$ cat src/rtl/counter_seq.sv
// Rate-divided 8-bit counter sequencer (IDLE/RUN/PAUSE/DONE) that drives an external counter's enable and clear.
// Optional macro COUNTER_SEQ_WRAP_EN adds a registered one-cycle rollover pulse on wrap.
module counter_seq #(
  parameter int DIV_WIDTH = 26
) (
  input  logic                 clock,
  input  logic                 reset,
  input  logic                 start,
  input  logic                 stop,
  input  logic                 clear,
  input  logic                 mode,
  input  logic [DIV_WIDTH-1:0] div_max,
  input  logic [7:0]           limit,
  output logic                 cnt_en,
  output logic                 cnt_clr,
  output logic [7:0]           count,
  output logic [1:0]           state,
  output logic                 done,
  output logic                 wrap
);

  typedef enum logic [1:0] {
    IDLE  = 2'b00,
    RUN   = 2'b01,
    PAUSE = 2'b10,
    DONE  = 2'b11
  } state_t;

  // Handshake: none. start/stop/clear are level commands sampled on every
  // rising clock edge with priority clear > stop > start; cnt_en and cnt_clr
  // are combinational and take effect on the same edge as count.

  state_t               state_q;
  state_t               state_d;
  logic [DIV_WIDTH-1:0] div_q;
  logic [DIV_WIDTH-1:0] div_d;
  logic [7:0]           count_d;
  logic                 tick;
  logic                 clr_req;

  always_ff @(posedge clock or posedge reset) begin
    if (reset) begin
      state_q <= IDLE;
      div_q   <= '0;
      count   <= '0;
    end else begin
      state_q <= state_d;
      div_q   <= div_d;
      count   <= count_d;
    end
  end

  always_comb begin
    state_d = state_q;
    div_d   = div_q;
    count_d = count;
    tick    = 1'b0;
    clr_req = 1'b0;
    if (clear) begin
      state_d = IDLE;
      div_d   = '0;
      count_d = '0;
      clr_req = 1'b1;
    end else if (stop) begin
      if (state_q == RUN) state_d = PAUSE;
    end else begin
      case (state_q)
        IDLE: begin
          if (start) begin
            state_d = RUN;
            div_d   = '0;
          end
        end
        RUN: begin
          // Equality compare only: a div_max lowered below div_q lets the
          // divider run to all-ones and wrap before the next tick.
          if (div_q == div_max) begin
            tick    = 1'b1;
            div_d   = '0;
            count_d = count + 8'd1;
            if (mode && (count_d == limit)) state_d = DONE;
          end else begin
            div_d = div_q + DIV_WIDTH'(1);
          end
        end
        PAUSE: begin
          if (start) state_d = RUN;
        end
        DONE: begin
          if (start) begin
            state_d = RUN;
            div_d   = '0;
            count_d = '0;
            clr_req = 1'b1;
          end
        end
        default: state_d = IDLE;
      endcase
    end
  end

  assign cnt_en  = tick & ~reset;
  assign cnt_clr = clr_req | reset;
  assign state   = state_q;
  assign done    = (state_q == DONE);

`ifdef COUNTER_SEQ_WRAP_EN
  logic wrap_q;

  always_ff @(posedge clock or posedge reset) begin
    if (reset) wrap_q <= 1'b0;
    else       wrap_q <= tick & ~mode & (count == 8'hFF);
  end

  assign wrap = wrap_q;
`else
  assign wrap = 1'b0;
`endif

endmodule

$ cat config.mk
export PLATFORM = sky130hd
export DESIGN_NAME = counter_seq
export DESIGN_NICKNAME = d
export VERILOG_FILES = /design/src/rtl/counter_seq.sv
export SDC_FILE = /design/constraint.sdc
export NUM_CORES = 1
export LEC_CHECK = 0
export ABC_AREA = 0
export BUFFER_PORTS_ARGS = -buffer_cell sky130_fd_sc_hd__buf_2
export CORE_MARGIN = 1
export CORE_UTILIZATION = 55
export CTS_CLUSTER_SIZE = 14
export DETAILED_ROUTE_END_ITERATION = 8
export GPL_TIMING_DRIVEN = 0
export PLACE_DENSITY = 0.81
export RECOVER_POWER = 50
export SLEW_MARGIN = 0
export SYNTH_ARGS = -nofsm -noshare
export SYNTH_HDL_FRONTEND = slang
export SYNTH_SLANG_ARGS = --single-unit
export TNS_END_PERCENT = 30
$ cat constraint.sdc
create_clock -name clock -period 2.2 [get_ports clock]
set_input_delay 0.22 -clock clock [delete_from_list [all_inputs] [get_ports clock]]
set_output_delay 0.22 -clock clock [all_outputs]
set_load 0.01 [all_outputs]
**Word level (Yosys, flattened, before mapping)**

Index checks and enable logic that the tools add are counted.

- Bits in registers: 36
- Logic and storage cells: 55
- Bits of input ports: 40

- Eq/ne operators: 13
- Reductions and logical operators: 9
- Muxes and demuxes: 25
- $add $sub $neg: 2
- Bitwise operators: 3

Operators with widths:

| operator | count |
|---|---|
| $mux W26 | 4 |
| $pmux W26 S2 | 1 |
| $mux W8 | 4 |
| $add A26 B1 Y26 const B | 1 |
| $eq A26 B26 Y1 | 1 |
| $pmux W8 S2 | 1 |
| $mux W2 | 6 |
| $add A8 B1 Y8 const B | 1 |
| $eq A8 B8 Y1 | 1 |
| $mux W1 | 8 |
| $ne A4 B3 Y1 const B | 2 |
| $reduce_and A4 Y1 | 2 |
| $ne A3 B1 Y1 const B | 2 |
| $reduce_bool A3 Y1 | 2 |
| $eq A2 B2 Y1 const B | 2 |
| $ne A4 B1 Y1 const B | 1 |
| $pmux W2 S2 | 1 |
| $ne A3 B2 Y1 const B | 1 |
| $ne A3 B3 Y1 const B | 1 |
| $reduce_and A3 Y1 | 1 |
| $reduce_or A3 Y1 | 1 |
| $eq A2 B1 Y1 const B | 1 |
| $logic_not A2 Y1 | 1 |
| $ne A2 B1 Y1 const B | 1 |
| other kinds (5) | 5 |

**Depth between registers and ports, before layout**

Gate-level depths: netlist (run 1).

- Depth in word-level cells: 8
- Mapped depth: 9
- Depth with buffers taken out: 8

**Least setup slack after synthesis (run 1)**

OpenSTA, ideal clock, no wires.

- Kind: register to register
- Start: register state_q[0], in the netlist state[0]
- End: register count[1]
- Arrival: 2.117 ns
- Data required time: 2.127 ns
- Stages on the path, launching flop included: 9
- Buffers on the path: 1
- Path slack: 0.010 ns
- Cell sequence: dfrtp_1 > ha_1 > nor2b_1 > nor3b_1 > and4bb_1 > a21oi_2 > buf_6 > or3b_1 > a21oi_2

- Cells in the longest elaborated chain, start to end: 4
- Elaborated cells on any way between the ends: 9

RTL lines:

| item | line | source |
|---|---|---|
| from (decl) | 33 | `state_t state_q;` |
| from (signal assigned) | 47 | `state_q <= state_d;` |
| $eq A2 B2 Y1 * | n/a |  |
| net done | 18 | `output logic done,` |
| $pmux W8 S2 | 67 | `case (state_q)` |
| $mux W8 | 64 | `end else if (stop) begin` |
| $mux W8 | 59 | `if (clear) begin` |
| to (signal assigned) | 49 | `count <= count_d;` |
| to (decl) | 16 | `output logic [7:0] count,` |

The timed path passes the listed nets; every way through them passes the cells marked *. The select of a mux whose other input is x is not followed.
A chain may end at the register's enable or synchronous reset.

**Final worst setup path (run 1)**

- Start: register div_q[18]
- End: output port cnt_en

- Cells in the longest elaborated chain, start to end: 6

RTL lines:

| item | line | source |
|---|---|---|
| from (decl) | 35 | `logic [DIV_WIDTH-1:0] div_q;` |
| from (signal assigned) | 48 | `div_q <= div_d;` |
| $eq A26 B26 Y1 | 77 | `if (div_q == div_max) begin` |
| $mux W1 | 77 |  |
| $mux W1 | 67 |  |
| $mux W1 | 64 |  |
| $mux W1 | 59 |  |
| $and A1 B1 Y1 | 102 | `assign cnt_en = tick & ~reset;` |
| to (decl) | 14 | `output logic cnt_en,` |

No other way between the ends.

==> summary.txt, run 1 <==
Status
  – Status: finished, final reports clean

Critical path
  – Critical Path Max Stage Delay: 420 ps
  – Crit path required time: 1980 ps
  – Arr. time, crit path: 1960 ps
  – Crit. End Element: output port
  – Reg-to-reg critical path startpoint: count[0]$_DFFE_PP0P_
  – CP startpoint: div_q[18]$_DFFE_PP0P_
  – CP Cell Sequence: xnor2_1 -> nand4_1 -> nor4_4 -> nand3_2 -> nor4_2 -> buf_2
  – CP Class: reg2out
  – Slowest cell on the critical path: dfrtp_1
  – Worst setup SP type: register
  – Crit path buf inv count: 1
  – Largest delay share family, worst path: simple AND/OR/NAND/NOR gates
  – CP Max Fanout: 3

Cells and area
  – Fill cell count: 331
  – Layout Cells excl Fill: 394
  – Layout cell share with drive strength beyond 1: 29.2%
  – Area growth, synth to finish: 25.1%
  – Ant. Diodes: 0
  – NumNets Final: 385

Power and ir drop
  – PnR Total Power: 1.50 mW
  – PwrDens: 483 mW/mm2
  – Pleak: 1.32 nW
  – VDD IR max: 0.379 mV

Timing
  – Final WS setup: 22.2 ps
  – Final slew viol count: 0
  – Fin Clk Skew: 6.92 ps
  – Final period utilization: 99.0%
  – Min cycle time layout: 2180 ps
  – Max Fclk: 0.459 GHz
  – Fin. Hold Viols: 0
  – Final hold slack: 240 ps
  – Slew @ Worst Pin: 1360 ps
  – Relative slew margins: 9.19%
  – TNS Setup: 0 ps
  – Unrepaired setup endpoints after global routing: true
  – Endpoints failing setup: 0

Placed design
  – Number of port buffers: 51
  – Post-detail-place hpwl: 4170 um
  – Setup WS pre-CTS: -185 ps
  – GPL Wtd Cong: 0.861
  – Cells after DPL: 378

Detailed routing
  – Drc violations: 0
  – Post-DR wirelength/cell: 15.5 um
  – DR pass1 iterations: 4
  – Via count: 2211
  – DRC marker count from the first detailed-route iteration: 110
  – Routed Antenna Nets: 0
  – Sum of routed wire length over all layers: 6120 um
  – Vias/cell: 5.61

Clock network
  – Hold-fix buffers, CTS: 0
  – CTS tree: done
  – Clock root buffer: clkbuf_8
  – Clock transition at the registers of the reported paths: 70 ps
  – CTS H-tree depth: 2
  – Worst-Skew Late Latency: 300 ps
  – Num CTS Buffers: 5
  – Sink Count: 36
  – Bufs on Longest Clock Path: 2

Logic synthesis
  – Yosys warnings: 0
  – Dominant cell type by area after synthesis: dfrtp_1
  – Top FF cell, synth: dfrtp_1
  – Post-synth EDFFs: 0
  – Mapped Cells: 275
  – Yosys top cell area share: 36.2%
  – Commonest cells in the netlist: nor2_1 (40), xnor2_1 (38), dfrtp_1 (36), xor2_1 (23), nand2_1 (19)
  – Post-Syn Area: 0.00249 mm2
  – Netlist cell types: 49
  – Count leader, synth: nor2_1
  – Synthesized Nets: 319
  – Ranking of synthesized cells by area: dfrtp_1 (36%), xnor2_1 (13%), xor2_1 (8.1%)
  – Sequential-to-total area share from yosys stat: 36.2%
  – Avg Synthesized Cell Area: 9.04 um2
  – Asr flop ratio synth: 100%
  – Synthesized flop and latch total: 36

Die
  – Die height: 69.2 um
  – Die W: 69.2 um
  – CORE AREA: 0.00435 mm2
  – IO Pins: 54
  – Die Area: 0.00479 mm2
  – Row Count: 24
  – Initial Util: 57.1%

Job
  – Max cap viols: 0

GRT
  – Pin count of the biggest net entering global routing: 37
  – Overflow after GRT: 0
  – Number of global-route vias before repair: 2146
  – GR Util All Layers: 26.0%
  – Initial antenna violation count: 0
  – First-pass GRT wire length: 9890 um

Min path
  – HP Start: clear
  – Worst hold path class: in2reg
[tightest hold or removal path, stage by stage]
cell and delay, ps:
buf_6 110, nor2_1 40, nand2_1 50, o2bb2ai_1 70
[area by class of cell]
cell class / instances / area [um2] / share of cell area, %
multi-input cells: 224 / 1640 / 52.7
flip-flops and latches: 36 / 905 / 29.1
repair buffers: 61 / 327 / 10.5
clock buffers: 8 / 90.1 / 2.90
plain buffers: 8 / 67.6 / 2.17
well taps: 52 / 65.1 / 2.09
inverters: 5 / 18.8 / 0.603
[state kept, by name (all words and copies together), names as in the netlist]
register / flops
count: 8
div_q: 26
state: 2
[layer usage]
layer,up-vias,wire (um),GRT usage (%)
met4,0,104,7.03
met1,1041,2620,34.3
li1,1082,-,-
met2,78,3080,43.7
met5,-,0,0
met3,10,309,5.09
[power breakdown]
part | internal (mW) | leakage, nW | switching, mW | total (mW)
clock | 0.256 | 0.0455 | 0.246 | 0.502
sequential | 0.674 | 0.494 | 0.0207 | 0.695
combinational | 0.138 | 0.780 | 0.167 | 0.304
[kinds of logic after synthesis]
logic type,share of synthesized area [%]
other,0.151
AND/OR/NAND/NOR,26.6
AO/OA/AOI/OAI,8.81
XOR/XNOR,21.5
adder cells (fa/ha/maj),2.01
flip-flops,36.2
multiplexers,1.26
buffers and inverters,3.47
[path summary, 6_finish.rpt]
check	to	slack (ps)	depth (start not counted)
min reg2reg	div_q[25]$_DFFE_PP0P_	570	2
max in group asynchronous	div_q[14]$_DFFE_PP0P_	960	2
max	cnt_en	20	6
min	count[2]$_DFFE_PP0P_	240	4
max reg2reg	state[1]$_DFFE_PP0P_	50	7
min in group asynchronous	count[7]$_DFFE_PP0P_	330	2
[what timing repair did]
item | CTS | global route
setup buffers | 3 | 7
pin swaps | 2 | 9
endpoints found under the setup margin | 33 | 32
gates resized for setup | 7 | 28
[layout by cell type (no fill, tap or decap), drive strengths merged, types with 2 or more instances in the layout]
cell type / instances
o22ai: 2
xor2: 23
nand3: 14
nor3: 4
nor2: 40
and4: 3
o2bb2ai: 2
nor4: 3
dfrtp: 36
a21oi: 8
ha: 4
o21a: 4
nor2b: 4
o21ai: 9
nand2b: 2
nand2: 19
buf: 66
nand4: 14
xnor2: 38
o21bai: 2
inv: 5
or4: 4
and3: 7
nor3b: 2
mux2i: 2
clkbuf: 11
[through the flow]
step | area (um2) | util (%)
floorplan | 2490 | -
global placement | 2810 | 64.5
detailed placement | 2810 | 64.5
CTS | 2940 | 67.5
global route | 3110 | 71.4
finish | 3110 | 71.4
No activity file was read; power rests on OpenSTA's default activity.
==> run 2, diff against run 1 <==
- RECOVER_POWER: 50 -> 100
==> run 2 against run 1 <==
First-iteration DRC count is 0.91% lower. Final cell count is the same. Setup slack about the same. Clock skew about the same. Critical path depth is the same. Sequential power about the same. Total power about the same. Global-route usage unchanged. Via count fell by 1.0%. Largest power group unchanged.
==> summary.txt, run 2 (synthesis results as in run 1) <==
Detailed routing
  – Drc violations: 0 (unchanged)
  – Vias/cell: 5.56 (was 5.61)
  – Via count: 2189 (was 2211)
  – DRC marker count from the first detailed-route iteration: 109 (was 110)
  – Routed Antenna Nets: 0 (unchanged)
  – Post-DR wirelength/cell: 15.6 um (was 15.5 um)
  – Sum of routed wire length over all layers: 6130 um (was 6120 um)
  – DR pass1 iterations: 4 (unchanged)

Die
  – Die Area: 0.00479 mm2 (unchanged)
  – Die height: 69.2 um (unchanged)
  – IO Pins: 54 (unchanged)
  – Initial Util: 57.1% (unchanged)
  – Die W: 69.2 um (unchanged)
  – Row Count: 24 (unchanged)
  – CORE AREA: 0.00435 mm2 (unchanged)

Timing
  – Endpoints failing setup: 0 (unchanged)
  – TNS Setup: 0 ps (unchanged)
  – Final period utilization: 99.0% (about the same)
  – Relative slew margins: 9.30% (was 9.19%)
  – Final slew viol count: 0 (unchanged)
  – Fin. Hold Viols: 0 (unchanged)
  – Unrepaired setup endpoints after global routing: true (unchanged)
  – Slew @ Worst Pin: 1360 ps (about the same)
  – Fin Clk Skew: 7.19 ps (was 6.92 ps)
  – Min cycle time layout: 2180 ps (about the same)
  – Max Fclk: 0.459 GHz (about the same)

Placed design
  – GPL Wtd Cong: 0.861 (unchanged)
  – Number of port buffers: 51 (unchanged)
  – Post-detail-place hpwl: 4170 um (unchanged)

Cells and area
  – Leading cell type in the layout, fill and taps excluded: buf_2 (unchanged)
  – Layout cell share with drive strength beyond 1: 27.5% (was 29.2%)
  – Ant. Diodes: 0 (unchanged)
  – Area growth, synth to finish: 24.7% (was 25.1%)
  – NumNets Final: 385 (unchanged)
  – Fill cell count: 336 (was 331)
  – Max reg flops: 26 (unchanged)
  – Largest register by flop count: div_q (unchanged)
  – Most frequent cells in the layout: buf_2 (43), nor2_1 (40), xnor2_1 (36) (was buf_2 (48), nor2_1 (40), xnor2_1 (36))
  – Utilization after layout: 71.2% (was 71.4%)

Power and ir drop
  – PnR Total Power: 1.50 mW (about the same)
  – VDD IR max: 0.379 mV (about the same)
  – Clock power frac: 33.5% (was 33.4%)
  – Pleak: 1.29 nW (was 1.32 nW)
  – Int Pwr: 1.07 mW (about the same)
  – Combinational Power Share: 20.2% (was 20.3%)
  – Sw frac: 28.9% (about the same)
  – P_sw: 0.434 mW (about the same)
  – PwrDens: 484 mW/mm2 (was 483 mW/mm2)
  – Sequential Power Share: 46.3% (about the same)

Clock network
  – Clock transition at the registers of the reported paths: 70 ps (about the same)
  – Worst-Skew Late Latency: 300 ps (about the same)
  – Clock root buffer: clkbuf_8 (unchanged)
  – Hold-fix buffers, CTS: 0 (unchanged)
  – Bufs on Longest Clock Path: 2 (unchanged)
  – CTS H-tree depth: 2 (unchanged)
  – CTS tree: done (unchanged)
  – Sink Count: 36 (unchanged)
  – Num CTS Buffers: 5 (unchanged)

Critical path
  – Largest delay share family, worst path: simple AND/OR/NAND/NOR gates (unchanged)
  – Slowest cell on the critical path: dfrtp_1 (unchanged)
  – Worst setup SP type: register (unchanged)
  – Crit path required time: 1980 ps (about the same)
  – CP Class: reg2out (unchanged)
  – CP Cell Sequence: xnor2_1 -> nand4_1 -> nor4_4 -> nand3_2 -> nor4_2 -> buf_2 (unchanged)
  – CP Max Fanout: 3 (unchanged)
  – Critical Path Max Stage Delay: 420 ps (about the same)
  – Crit. End Element: output port (unchanged)
  – Arr. time, crit path: 1960 ps (about the same)
  – Crit path buf inv count: 1 (unchanged)

Job
  – Max cap viols: 0 (unchanged)

GRT
  – Overflow after GRT: 0 (unchanged)
  – Initial antenna violation count: 0 (unchanged)
  – Pin count of the biggest net entering global routing: 37 (unchanged)
  – First-pass GRT wire length: 9890 um (unchanged)
  – GR Util All Layers: 26.0% (unchanged)
  – Number of global-route vias before repair: 2146 (unchanged)

Min path
  – Worst hold path class: in2reg (unchanged)

Status
  – Status: finished, final reports clean (unchanged)
-- run 2: cell count changes in the layout (fill, tap and decap cells not counted), sizes merged --
cell    before  now
buf         66   60
clkbuf      11   17
-- run 2: worst register-to-register path, stage by stage, from the launching register on --
cell and delay, ps:
dfrtp_1 460, ha_4 210, and3_4 220, nand3_4 90, a2111oi_4 320, nand3_2 140, o41ai_4 410, mux2i_1 230
-- run 2: final timing paths --
path                                  startpoint               endpoint  slack [ps]  depth (start not counted)
max in group asynchronous                  reset  div_q[14]$_DFFE_PP0P_         960                          2
setup reg to reg            count[0]$_DFFE_PP0P_   state[1]$_DFFE_PP0P_          50                          7
hold reg to reg            div_q[25]$_DFFE_PP0P_  div_q[25]$_DFFE_PP0P_         570                          2
hold / removal                             clear   count[2]$_DFFE_PP0P_         240                          4
min in group asynchronous                  reset   count[6]$_DFFE_PP0P_         330                          2
setup / recovery           div_q[18]$_DFFE_PP0P_                 cnt_en          20                          6
-- run 2: power by group through the flow --
stage / registers, mW / logic, mW / clock network [mW]
floorplan: 0.703 / 0.171 / 0
global placement: 0.703 / 0.263 / 0
detailed placement: 0.703 / 0.267 / 0
CTS: 0.691 / 0.271 / 0.501
global route: 0.697 / 0.332 / 0.537
finish: 0.695 / 0.303 / 0.502
-- run 2: what timing repair did --
item	in CTS	in global routing
gates cloned	0	0
setup buffers	3	7
resized for setup	7	28
pin swaps	2	9
endpoints found under the setup margin	33	32
-- run 2: area by class of cell --
cell class,count,area (um2),share of cell area [%]
Inverter,5,18.8,0.605
Timing Repair Buffer,61,320,10.3
Sequential cell,36,905,29.2
Clock buffer,8,90.1,2.91
Multi-Input combinational cell,224,1640,52.8
Buffer,8,63.8,2.06
Tap cell,52,65.1,2.10
-- run 2: stage by stage --
| stage | setup WS [ps] | hold slack [ps] | area [um2] | std cells |
|---|---|---|---|---|
| 3_5_place_dp | -185 | 430 | 2810 | 378 |
| 4_1_cts | -30.6 | 121 | 2940 | 388 |
| 2_1_floorplan | 10.4 | 387 | 2490 | 275 |
| 5_1_grt | -129 | 258 | 3100 | 394 |
| 6_report | 22.0 | 239 | 3100 | 394 |
| 3_3_place_gp | -178 | 531 | 2810 | 378 |
-- run 2: metal layers --
metal,vias to the layer above,global-route usage (%),share of wire (%)
met5,-,0,0
met2,75,43.7,50
met4,0,7.03,1.7
li1,1080,-,-
met1,1024,34.3,43
met3,10,5.09,5.0
==> run 3, diff against run 2 <==
- CELL_PAD_IN_SITES_DETAIL_PLACEMENT: default -> 0
- CELL_PAD_IN_SITES_GLOBAL_PLACEMENT: default -> 2
- CORE_UTILIZATION: 55 -> 33
- PLACE_DENSITY: 0.81 -> default
- PLACE_DENSITY_LB_ADDON: default -> 0.1
==> run 3 against run 2 <==
The flow now finishes with violations (capacitance limit). Core utilization is 27 points lower. Non-clock buffer count is 5 higher. First-iteration DRC count is 57% lower. Critical path depth is 2 higher. Sequential share of layout area is 0.83 points lower. Largest cell class unchanged.
==> summary.txt, run 3 (synthesis results as in run 1) <==
Timing
  – Final hold slack: 228 ps (was 239 ps)
  – TNS Setup: 0 ps (unchanged)
  – Max Fclk: 0.460 GHz (was 0.459 GHz)
  – Unrepaired setup endpoints after global routing: true (unchanged)
  – Slew @ Worst Pin: 1490 ps (was 1360 ps)
  – Endpoints failing setup: 0 (unchanged)
  – Fin Clk Skew: 5.67 ps (was 7.19 ps)
  – Final slew viol count: 0 (unchanged)
  – Fin. Hold Viols: 0 (unchanged)
  – Min cycle time layout: 2170 ps (was 2180 ps)
  – Final WS setup: 25.5 ps (was 22.0 ps)
  – Final period utilization: 98.8% (was 99.0%)
  – Relative slew margins: 0.384% (was 9.30%)

Clock network
  – Worst-Skew Late Latency: 290 ps (was 300 ps)
  – Num CTS Buffers: 5 (unchanged)
  – Clock root buffer: clkbuf_8 (unchanged)
  – Clock transition at the registers of the reported paths: 80 ps (was 70 ps)
  – Bufs on Longest Clock Path: 2 (unchanged)
  – CTS H-tree depth: 2 (unchanged)
  – CTS tree: done (unchanged)
  – Sink Count: 36 (unchanged)

Critical path
  – Reg2reg path depth: 8 (was 7)
  – CP Class: reg2reg (was reg2out)
  – RR Endpoint: count[1]$_DFFE_PP0P_ (was state[1]$_DFFE_PP0P_)
  – Worst setup SP type: register (unchanged)
  – Arr. time, crit path: 2390 ps (was 1960 ps)
  – Crit. End Element: register (was output port)
  – CP Max Fanout: 10 (was 3)
  – Crit path required time: 2420 ps (was 1980 ps)
  – Reg-to-reg critical path startpoint: state[0]$_DFFE_PP0P_ (was count[0]$_DFFE_PP0P_)
  – Worst reg-to-reg setup slack: 30 ps (was 50 ps)

Die
  – Die W: 88.8 um (was 69.2 um)
  – Die height: 88.8 um (was 69.2 um)
  – Row Count: 31 (was 24)
  – Initial Util: 34.3% (was 57.1%)
  – CORE AREA: 0.00725 mm2 (was 0.00435 mm2)
  – IO Pins: 54 (unchanged)
  – Die Area: 0.00788 mm2 (was 0.00479 mm2)

Power and ir drop
  – VDD IR max: 0.184 mV (was 0.379 mV)
  – Int Pwr: 1.07 mW (about the same)
  – Sw frac: 29.4% (was 28.9%)
  – Pleak: 1.35 nW (was 1.29 nW)
  – PwrDens: 473 mW/mm2 (was 484 mW/mm2)
  – PnR Total Power: 1.52 mW (was 1.50 mW)
  – Sequential Power Share: 45.4% (was 46.3%)
  – P_sw: 0.449 mW (was 0.434 mW)
  – Combinational Power Share: 20.8% (was 20.2%)
  – Clock power frac: 33.9% (was 33.5%)

Status
  – Violated checks: capacitance limit
  – Status: finished, violations left (was finished, final reports clean)

Detailed routing
  – DR WL met3: 211 um (was 305 um)
  – Via count: 2192 (was 2189)
  – DR pass1 iterations: 4 (unchanged)
  – Metal-1 WL: 3050 um (was 2660 um)
  – Sum of routed wire length over all layers: 6640 um (was 6130 um)
  – DRC marker count from the first detailed-route iteration: 47 (was 109)
  – Top Layer Used: met4 (unchanged)
  – Post-DR wirelength/cell: 14.9 um (was 15.6 um)
  – Drc violations: 0 (unchanged)
  – Routed Antenna Nets: 0 (unchanged)
  – Met2 WL post-DR: 3330 um (was 3050 um)
  – Vias/cell: 4.91 (was 5.56)

Placed design
  – Post-detail-place hpwl: 4830 um (was 4170 um)
  – Number of port buffers: 51 (unchanged)
  – GPL Wtd Cong: 0.756 (was 0.861)
  – Setup WS pre-CTS: -280 ps (was -185 ps)

GRT
  – Number of global-route vias before repair: 2008 (was 2146)
  – GR Util All Layers: 17.5% (was 26.0%)
  – Overflow after GRT: 0 (unchanged)
  – Pin count of the biggest net entering global routing: 37 (unchanged)
  – First-pass GRT wire length: 10300 um (was 9890 um)
  – Initial antenna violation count: 0 (unchanged)

Cells and area
  – Leading cell type in the layout, fill and taps excluded: buf_2 (unchanged)
  – Ant. Diodes: 0 (unchanged)
  – Largest register by flop count: div_q (unchanged)
  – Max reg flops: 26 (unchanged)
  – Area growth, synth to finish: 29.4% (was 24.7%)
  – Most frequent cells in the layout: buf_2 (50), nor2_1 (40), xnor2_1 (34) (was buf_2 (43), nor2_1 (40), xnor2_1 (36))
  – Layout cell share with drive strength beyond 1: 32.6% (was 27.5%)
  – NumNets Final: 390 (was 385)

Job
  – Max cap viols: 1 (was 0)

Min path
  – Worst hold path class: in2reg (unchanged)
  – HP Start: clear (unchanged)
  – Hold Path Stages: 4 (unchanged)
  – Hold endpoint: count[2]$_DFFE_PP0P_ (unchanged)
run 3: cell count changes in the layout (fill, tap and decap cells not counted), moves of 2 or more:
cell      change
clkbuf_1      -7
xnor2_2       +2
buf_2         +7
dfrtp_1       -6
buf_6         +2
xnor2_1       -2
dfrtp_2       +6
buf_4         +2
run 3: critical path: stages (launching register included):
cell and delay [ps]:
dfrtp_1 430, ha_2 280, nor2b_1 160, nor3b_2 240
and4bb_1 240, a21oi_2 100, buf_6 150, or3b_1 360
a21oi_2 130
run 3: power groups by stage:
stage,Clock [mW],Combinational (mW),Sequential (mW)
after floorplan,0,0.171,0.703
after global placement,0,0.279,0.704
after detailed placement,0,0.278,0.704
after CTS,0.528,0.295,0.691
after global routing,0.567,0.351,0.693
final,0.516,0.316,0.691
run 3: worst max path at each step:
stage,endpoint,startpoint,cells past startpoint,slack (ps)
floorplan,count[1]$_DFFE_PP0P_,state[0]$_DFFE_PP0P_,8,10
global placement,div_q[25]$_DFFE_PP0P_,state[0]$_DFFE_PP0P_,8,-310
detailed placement,div_q[10]$_DFFE_PP0P_,state[0]$_DFFE_PP0P_,8,-280
CTS,state[1]$_DFFE_PP0P_,count[0]$_DFFE_PP0P_,7,-50
global route,count[5]$_DFFE_PP0P_,state[0]$_DFFE_PP0P_,8,-50
finish,count[1]$_DFFE_PP0P_,state[0]$_DFFE_PP0P_,8,30
run 3: what timing repair did:
action                     in CTS  in global routing
resized for setup              15                 27
hold endpoints to repair        0                  0
hold buffers                    0                  0
setup endpoints to repair      34                 33
setup buffers                   2                 11
pin swaps                       7                 12
run 3: through the flow:
step                      cells  cell area (um2)  utilization [%]
after floorplan             275             2490                -
after global placement      425             2870             39.5
after detailed placement    425             2870             39.5
after CTS                   435             3030             41.8
after global routing        446             3220             44.4
final                       446             3220             44.4
run 3: routing by layer:
metal	track usage (%)	vias to the layer above
met5	0	-
met1	22.9	1060
met2	30.4	42
met3	3.08	4
li1	-	1086
met4	3.52	0
run 3: final cells by class:
cell class | instances | area [um2]
multi-input cells | 224 | 1630
fillers | 773 | 4040
flip-flops and latches | 36 | 912
clock buffers | 8 | 90.1
well taps | 99 | 124
inverters | 5 | 18.8
repair buffers | 64 | 352
plain buffers | 10 | 93.8
